**src/rtl/cpu_sequencer_if.sv**
```systemverilog
// Sequencer bus: instruction fetch, decoder qualifiers and PC control.
// With SEQ_IRQ_EN defined the bus also carries irq, irq_ack and irq_vec.
interface cpu_sequencer_if #(
  parameter int unsigned INSTR_W  = 16,
  parameter int unsigned STATUS_W = 8,
  parameter int unsigned CNT_W    = 16
);
  logic [INSTR_W-1:0]  instruction;
  logic                instr_valid;
  logic [STATUS_W-1:0] status_reg;
  logic [3:0]          cond_field;
  logic                long_op;
  logic                branch_op;
  logic                stop_req;
  logic                resume;
  logic [1:0]          state;
  logic [INSTR_W-1:0]  instr_reg;
  logic                cond_pass;
  logic                pc_cnt_en;
  logic                pc_sload;
  logic                jump;
  logic                two_cycles_after_jump;
  logic [CNT_W-1:0]    retired_cnt;
`ifdef SEQ_IRQ_EN
  logic                irq;
  logic                irq_ack;
  logic [INSTR_W-1:0]  irq_vec;
`endif

  // Environment side: instruction RAM, decoder and PC.
  modport master (
    output instruction, instr_valid, status_reg, cond_field, long_op, branch_op,
           stop_req, resume,
    input  state, instr_reg, cond_pass, pc_cnt_en, pc_sload, jump,
           two_cycles_after_jump, retired_cnt
`ifdef SEQ_IRQ_EN
    , output irq, input irq_ack, irq_vec
`endif
  );

  // Sequencer side.
  modport slave (
    input  instruction, instr_valid, status_reg, cond_field, long_op, branch_op,
           stop_req, resume,
    output state, instr_reg, cond_pass, pc_cnt_en, pc_sload, jump,
           two_cycles_after_jump, retired_cnt
`ifdef SEQ_IRQ_EN
    , input irq, output irq_ack, irq_vec
`endif
  );
endinterface

```
**src/rtl/cpu_sequencer.sv**
```systemverilog
// Fetch/execute sequencer: FETCH/EXEC1/EXEC2/HALT machine, instruction
// register, registered condition result, PC qualifiers, post-jump shadow and
// retired-instruction counter.
// Optional feature macro: SEQ_IRQ_EN (adds a one-cycle IRQ entry state).
module cpu_sequencer #(
  parameter int unsigned INSTR_W  = 16,
  parameter int unsigned STATUS_W = 8,
  parameter int unsigned CNT_W    = 16
`ifdef SEQ_IRQ_EN
  , parameter int unsigned IE_BIT = 6,
  parameter logic [INSTR_W-1:0] IRQ_VEC = INSTR_W'(16'h0004)
`endif
) (
  input logic           clk,
  input logic           reset,
  cpu_sequencer_if.slave bus
);
  localparam int unsigned COND_IDX_N = 8;

  typedef enum logic [2:0] {
    S_FETCH = 3'd0,
    S_EXEC1 = 3'd1,
    S_EXEC2 = 3'd2,
    S_HALT  = 3'd3,
    S_IRQ   = 3'd4
  } state_t;

  state_t             state_q, state_d;
  logic [INSTR_W-1:0] instr_q;
  logic               cond_q;
  logic               jump_q;
  logic               shadow_q;
  logic [CNT_W-1:0]   cnt_q;

  logic latch_c, retire_c, taken_c, irq_cyc_c, irq_entry_c, cnt_en_c, sload_c;
  logic cond_eval_c;
  logic [COND_IDX_N-1:0] st_ext, in_rng;

  // Condition indices beyond the status width always evaluate true.
  for (genvar i = 0; i < COND_IDX_N; i++) begin : g_st
    if (i < STATUS_W) begin : g_in
      assign st_ext[i] = bus.status_reg[i];
      assign in_rng[i] = 1'b1;
    end else begin : g_out
      assign st_ext[i] = 1'b1;
      assign in_rng[i] = 1'b0;
    end
  end

  // Condition evaluation; code x110 is unconditionally true.
  assign cond_eval_c = (bus.cond_field[2:0] == 3'b110)
                     | ~in_rng[bus.cond_field[2:0]]
                     | (st_ext[bus.cond_field[2:0]] ^ bus.cond_field[3]);

`ifdef SEQ_IRQ_EN
  // Interrupts are not taken inside the two-cycle post-jump shadow.
  assign irq_entry_c = bus.irq & bus.status_reg[IE_BIT] & ~jump_q & ~shadow_q;
  assign bus.irq_ack = irq_cyc_c;
  assign bus.irq_vec = IRQ_VEC;
`else
  assign irq_entry_c = 1'b0;
`endif

  // Next-state and cycle qualifiers.
  always_comb begin
    state_d   = state_q;
    latch_c   = 1'b0;
    retire_c  = 1'b0;
    taken_c   = 1'b0;
    irq_cyc_c = 1'b0;
    cnt_en_c  = 1'b0;
    case (state_q)
      S_FETCH: begin
        if (irq_entry_c) begin
          state_d = S_IRQ;
        end else if (bus.instr_valid) begin
          latch_c  = 1'b1;
          cnt_en_c = 1'b1;
          state_d  = S_EXEC1;
        end
      end
      S_EXEC1: begin
        if (bus.stop_req) begin
          state_d = S_HALT;
        end else if (bus.long_op) begin
          state_d = S_EXEC2;
        end else begin
          retire_c = 1'b1;
          taken_c  = bus.branch_op & cond_q;
          state_d  = S_FETCH;
        end
      end
      S_EXEC2: begin
        retire_c = 1'b1;
        taken_c  = bus.branch_op & cond_q;
        state_d  = S_FETCH;
      end
      S_HALT: begin
        if (bus.resume) state_d = S_FETCH;
      end
      S_IRQ: begin
        irq_cyc_c = 1'b1;
        state_d   = S_FETCH;
      end
      default: state_d = S_FETCH;
    endcase
  end

  // State, instruction register, shadow and retire counter.
  always_ff @(posedge clk) begin
    if (reset) begin
      state_q  <= S_FETCH;
      instr_q  <= '0;
      cond_q   <= 1'b0;
      jump_q   <= 1'b0;
      shadow_q <= 1'b0;
      cnt_q    <= '0;
    end else begin
      state_q <= state_d;
      if (latch_c) begin
        instr_q <= bus.instruction;
        cond_q  <= cond_eval_c;
      end
      jump_q   <= taken_c;
      shadow_q <= jump_q;
      if (retire_c & cond_q) cnt_q <= cnt_q + CNT_W'(1);
    end
  end

  assign sload_c                   = taken_c | irq_cyc_c;
  assign bus.pc_sload              = sload_c;
  assign bus.pc_cnt_en             = cnt_en_c & ~sload_c;
  assign bus.state                 = (state_q == S_IRQ) ? 2'b01 : state_q[1:0];
  assign bus.instr_reg             = instr_q;
  assign bus.cond_pass             = cond_q;
  assign bus.jump                  = jump_q;
  assign bus.two_cycles_after_jump = shadow_q;
  assign bus.retired_cnt           = cnt_q;
endmodule

```
**src/flat_wrapper.sv**
```systemverilog
// flat-port wrapper written by rule: the top's interface ports become plain ports
module cpu_sequencer_flat 
#(
  parameter int unsigned INSTR_W  = 16,
  parameter int unsigned STATUS_W = 8,
  parameter int unsigned CNT_W    = 16

)
  (clk, reset, bus_instruction, bus_instr_valid, bus_status_reg, bus_cond_field, bus_long_op, bus_branch_op, bus_stop_req, bus_resume, bus_state, bus_instr_reg, bus_cond_pass, bus_pc_cnt_en, bus_pc_sload, bus_jump, bus_two_cycles_after_jump, bus_retired_cnt);
  cpu_sequencer_if #(.INSTR_W(INSTR_W), .STATUS_W(STATUS_W), .CNT_W(CNT_W)) bus_i ();
  input logic clk;
  input logic reset;
  input wire logic [$bits(bus_i.instruction)-1:0] bus_instruction;
  input wire logic [$bits(bus_i.instr_valid)-1:0] bus_instr_valid;
  input wire logic [$bits(bus_i.status_reg)-1:0] bus_status_reg;
  input wire logic [$bits(bus_i.cond_field)-1:0] bus_cond_field;
  input wire logic [$bits(bus_i.long_op)-1:0] bus_long_op;
  input wire logic [$bits(bus_i.branch_op)-1:0] bus_branch_op;
  input wire logic [$bits(bus_i.stop_req)-1:0] bus_stop_req;
  input wire logic [$bits(bus_i.resume)-1:0] bus_resume;
  output wire logic [$bits(bus_i.state)-1:0] bus_state;
  output wire logic [$bits(bus_i.instr_reg)-1:0] bus_instr_reg;
  output wire logic [$bits(bus_i.cond_pass)-1:0] bus_cond_pass;
  output wire logic [$bits(bus_i.pc_cnt_en)-1:0] bus_pc_cnt_en;
  output wire logic [$bits(bus_i.pc_sload)-1:0] bus_pc_sload;
  output wire logic [$bits(bus_i.jump)-1:0] bus_jump;
  output wire logic [$bits(bus_i.two_cycles_after_jump)-1:0] bus_two_cycles_after_jump;
  output wire logic [$bits(bus_i.retired_cnt)-1:0] bus_retired_cnt;
  assign bus_i.instruction = bus_instruction;
  assign bus_i.instr_valid = bus_instr_valid;
  assign bus_i.status_reg = bus_status_reg;
  assign bus_i.cond_field = bus_cond_field;
  assign bus_i.long_op = bus_long_op;
  assign bus_i.branch_op = bus_branch_op;
  assign bus_i.stop_req = bus_stop_req;
  assign bus_i.resume = bus_resume;
  assign bus_state = bus_i.state;
  assign bus_instr_reg = bus_i.instr_reg;
  assign bus_cond_pass = bus_i.cond_pass;
  assign bus_pc_cnt_en = bus_i.pc_cnt_en;
  assign bus_pc_sload = bus_i.pc_sload;
  assign bus_jump = bus_i.jump;
  assign bus_two_cycles_after_jump = bus_i.two_cycles_after_jump;
  assign bus_retired_cnt = bus_i.retired_cnt;
  cpu_sequencer #(.INSTR_W(INSTR_W), .STATUS_W(STATUS_W), .CNT_W(CNT_W)) u_core (.clk(clk), .reset(reset), .bus(bus_i));
endmodule
```
**config.mk**
```make
export PLATFORM = sky130hd
export DESIGN_NAME = cpu_sequencer_flat
export DESIGN_NICKNAME = d
export VERILOG_FILES = /design/src/rtl/cpu_sequencer_if.sv /design/src/rtl/cpu_sequencer.sv /design/src/flat_wrapper.sv
export SDC_FILE = /design/constraint.sdc
export NUM_CORES = 1
export LEC_CHECK = 0
export ABC_AREA = 1
export CAP_MARGIN = 0
export CORE_ASPECT_RATIO = 0.8
export CORE_MARGIN = 10
export CORE_UTILIZATION = 46
export CTS_CLUSTER_DIAMETER = 100
export DETAILED_ROUTE_END_ITERATION = 16
export PLACE_DENSITY = 0.84
export SETUP_SLACK_MARGIN = 0.1
export SLEW_MARGIN = 20
export SYNTH_ARGS = -nofsm -noshare
export SYNTH_HDL_FRONTEND = slang
export SYNTH_SLANG_ARGS = --single-unit
```
**constraint.sdc**
```tcl
create_clock -name clk -period 3.1 [get_ports clk]
set_input_delay 0.465 -clock clk [delete_from_list [all_inputs] [get_ports clk]]
set_output_delay 0.465 -clock clk [all_outputs]
set_load 0.05 [all_outputs]
```
Yosys cells after proc, flatten, opt, wreduce, memory -nomap -nowiden
Memory sizes are Yosys's and may differ from the RTL's. Index checks and enable logic that the tools add are counted.

Flip-flop bits (word level): 38. Bits in read-only memories: 8. Logic and storage cells: 45. Memories kept: 1.

Add/subtract/negate cells: 1. Order comparisons: 1. Eq/ne operators: 7. Mux-type cells: 18. Bitwise operators: 9. Reduce and logical (&&, ||, !) cells: 2.

Memories: (name not given) (depth 8, width 1, read ports 1, clocked after Yosys merged registers in 0, wr ports 0, line cpu_sequencer.sv:52) `| ~in_rng[bus.cond_field[2:0]]`.

Operators by type and width (count): $add 16x1->16 const B (1); $mux 1 (9); $mux 3 (3); $pmux 3 s3 (1); $eq 3x2->1 const B (2); $eq 3x3->1 const B (2); $lt 3x4->1 const B (1); $mux 2 (2); $ne 2x2->1 const B (2); $pmux 1 s2 (2); $and 1x1->1 (3); $bmux 1 s3 (1); $eq 3x1->1 const B (1); $logic_not 3->1 (1); $or 1x1->1 (3); $not 1->1 (2); $reduce_and 2->1 (1); $xor 1x1->1 (1).

Depth between registers and ports, before layout
Depth after elaboration: 7. Depth in mapped cells: 10. Mapped depth without buffers: 10.

Worst setup path before layout
OpenSTA, ideal clock, no wires.

Path type: flip-flop to output port. Start point: register u_core.state_q[0]. End point: output port bus_pc_sload. Arrival time: 2.147 ns. Required time: 2.635 ns. Path slack: 0.488 ns. Stages on the path, launching flop included: 8. Buffers on the path: 1. Cell sequence: dfxtp_1 -> inv_1 -> ha_1 -> nand2_1 -> inv_1 -> nand2_2 -> buf_6 -> nor2_1.

Longest elaborated chain between the ends: 3. Elaborated cells on any way between the ends: 6. Those cells by class: 3 x eq/ne; 2 x mux; 1 x bitwise.

Ends and longest elaborated chain: start, declared (line cpu_sequencer.sv:28) `state_t state_q, state_d;`; start signal, assigned (line cpu_sequencer.sv:119) `state_q <= state_d;`; $eq 3x2->1 (tied with other cells) (line cpu_sequencer.sv:72) `case (state_q)`; $pmux 1 s2 / $mux 1 (equally long branches) (line cpu_sequencer.sv:72); $or 1x1->1 * (line cpu_sequencer.sv:130) `assign sload_c = taken_c | irq_cyc_c;`; end, declared (line flat_wrapper.sv:25) `output wire logic [$bits(bus_i.pc_sload)-1:0] bus_pc_sload;`.

Every way passes the cells marked *; elsewhere a longest branch is shown, timed or not.

Worst setup path after layout
Start point: register u_core.state_q[0]. End point: output port bus_pc_cnt_en.

Longest elaborated chain between the ends: 5. Elaborated cells on any way between the ends: 10. Those cells by class: 3 x eq/ne; 3 x mux; 3 x bitwise; 1 x reduce/logical.

Ends and longest elaborated chain: $eq 3x2->1 (tied with other cells) (line cpu_sequencer.sv:72); $pmux 1 s2 / $mux 1 (equally long branches) (line cpu_sequencer.sv:72); $or 1x1->1 (line cpu_sequencer.sv:130); $not 1->1 (line cpu_sequencer.sv:132) `assign bus.pc_cnt_en = cnt_en_c & ~sload_c;`; $and 1x1->1 * (line cpu_sequencer.sv:132); end, declared (line flat_wrapper.sv:24) `output wire logic [$bits(bus_i.pc_cnt_en)-1:0] bus_pc_cnt_en;`.

Marks and branches as above.

==> results.md <==
- Layout cells sized above 1: under 10%
- Total I/O pin count: 74
- Net Sw Frac: 37.3%
- Die area: 7010 µm²
- Worst-skew pair later-pin latency: 290 ps
- Post-layout min period: 2330 ps
- Overall die width: 91.2 µm
- Critical Path AT: ~1900 ps
- Root buf cell: clkbuf_8
- NumNets Final: slightly below 400
- Seq pwr share: between 40% and 50%
- Cell Area, Synth: 1860 µm²
- Top FF cell, synth: dfxtp_1
- Syn Area/Cell: between 6 and 7 µm²
- Seq/Total Area, Yosys: between 30% and 40%
- Clock Path Buffers: 2
- Netlist cell types: 28
- Setup Skew: 4.56 ps
- Post-CTS setup buffers: 0
- Number of failing hold endpoints at the final stage: 0
- Switching pwr: ~0.5 mW
- Hold WC Path Type: flip-flop to flip-flop
- Max Cap Violations: 0
- Wire per inst: about 12 µm
- Routability Congestion: roughly 0.83
- Pre-antenna DRT Iters: 4
- Ant. Diodes: 0
- Final wirelength: ~5000 µm
- Top cell type's share of synthesized area: between 30% and 40%
- Worst rel slew slack: 58.2%
- Post-CTS Resized: 0
- Syn Nets: between 300 and 400
- Post-synth EDFFs: 0
- Area after DPL: about 2600 µm²
- Layout area overhead: 45.1%
- Largest net degree at the start of global routing: 26
- Total negative slack: 0 ps
- ANT nets after route: 0
- Synth top area cells: dfxtp_1 (40%), nand2_1 (12%), nor2_1 (11%)
- Leakage power total: between 1 and 1.5 nW
- Int Pwr: approximately 0.85 mW
- Tcrit/Tclk final: between 70% and 80%
- Status: finished, final reports clean
- Fin. max-slew vios: 0
- # clock sinks: 37
- Num CTS Buffers: 5
- Vias: between 1500 and 2000
- First-pass GRT wire length: between 8000 and 9000 µm
- Most frequent cell after synthesis: nand2_1
- Initial Util: 48.3%
- Critical path fanouts, max: 17
- H-tree depth: 2
- CP Capture Type: output port
- CTS tree: yes
- #FFs+latches synth: 37
- GRT Total Usage: about 14%
- CTS clk-pin slew, worst paths: 70 ps
- Cts hold-fix bufs: 0
- Via density: roughly 4.7
- RSZ-0062 raised after global routing: no
- Sequential cell area: 741 µm²
- Worst-Margin Slew: ~630 ps
- Via count of the first global-routing pass: 1905
- Multi-input gate area: approximately 920 µm²
- Setup violators final: 0
- DIE HEIGHT: approximately 77 µm
- Max IR drop VDD: a little over 0.0004 V
- FFs w/ async S/R, synth: 0%
- Fmax: roughly 430 MHz
- Synth Warn #: 0
- Combinational power share: a little over a third
- IO buf count: 73
- Synth area leader: dfxtp_1
- GRT overflow: 0
- Number of antenna violations at the first check in global routing: 0
- Post-DP HPWL: 3910 µm
- Critical path type: flip-flop to output port
- Post-Synthesis Cells: 277
- Pwr dens: between 400 and 500 nW/µm²
- DRC: 0
- Fin area: approximately 2700 µm²
- Filler Cells Inserted: 337
- Clk pwr share: approximately 25%
- DR iter-0 viols: 108
- Row count: 20
- Worst Path Required: roughly 2600 ps
- Core box area: slightly below 4000 µm²
- Startpoint types: flip-flop
- Commonest cells in the netlist: nand2_1 (58), nor2_1 (55), inv_1 (39)
==> power by group through the flow <==
stage	Sequential [mW]	Clock, mW	Combinational (mW)
finish	0.547	0.332	0.470
global route	0.553	0.360	0.511
CTS	0.547	0.343	0.476
detailed placement	0.558	0	0.473
global placement	0.556	0	0.471
floorplan	0.712	0	0.150
==> cell usage in the layout (no fill, tap or decap), drive strengths merged, types with 2 or more instances in the layout <==
master,n
clkdlybuf4s50,71
nand2,61
nor2,60
inv,40
dfxtp,37
o21ai,27
nand3,14
a21oi,12
clkbuf,6
ha,5
nand4,3
buf,3
xnor2,2
nor3,2
clkinvlp,2
==> cells by family (layout without fill, tap and decap cells) <==
| group | after synthesis | in the layout | share of synthesized area [%] |
|---|---|---|---|
| simple gates | 141 | 141 | 32.3 |
| xor+xnor | 3 | 3 | 1.41 |
| compound gates | 43 | 43 | 12.2 |
| buf+inv | 48 | 123 | 10.9 |
| flops | 37 | 37 | 39.8 |
| fa+ha+maj | 5 | 5 | 3.36 |
==> path summary, 6_finish.rpt <==
check                                                    start                                          end  cells after the start  slack, ps
worst min register to register      u_core.bus.jump$_SDFF_PP0_  u_core.bus.two_cycles_after_jump$_SDFF_PP0_                      2        430
worst max register to register  u_core.state_q[0]$_SDFFE_PP0P_            u_core.bus.cond_pass$_SDFFE_PP0N_                     10       1240
worst min-delay path                u_core.bus.jump$_SDFF_PP0_  u_core.bus.two_cycles_after_jump$_SDFF_PP0_                      2        430
worst max-delay path            u_core.state_q[0]$_SDFFE_PP0P_                                bus_pc_cnt_en                      7        770
==> critical path, cell delays in order, from the launching register on <==
cell and delay (ps):
dfxtp_1 400, inv_1 80, ha_1 230, nand2_1 370
clkinv_1 150, o21ai_0 100, inv_1 60, buf_4 180
==> cell type report <==
class                           instances  share of cell area [%]
Clock inverter                          2                   0.556
Timing Repair Buffer                   74                    27.1
Multi-Input combinational cell        192                    34.0
Inverter                               41                    5.69
Clock buffer                            6                    2.69
Sequential cell                        37                    27.4
Tap cell                               55                    2.55
==> through the flow <==
stage / power, mW / cells / hold slack, ps / utilization, % / worst slack, ps
finish: 1.35 / 407 / 431 / 70.1 / 765
global route: 1.42 / 407 / 451 / 70.1 / 616
CTS: 1.37 / 407 / 435 / 70.1 / 744
detailed placement: 1.03 / 399 / 422 / 67.9 / 838
global placement: 1.03 / 399 / 409 / 67.9 / 849
floorplan: 0.862 / 277 / 543 / - / 488
==> per-layer routing <==
metal | vias up | GRT usage (%) | part of all wire, %
li1 | 1017 | - | -
met1 | 827 | 14.5 | 41
met2 | 52 | 23.1 | 46
met3 | 7 | 8.75 | 12
met4 | 0 | 5.78 | 1.5
met5 | - | 0 | 0
No activity file was read; power rests on OpenSTA's default activity.
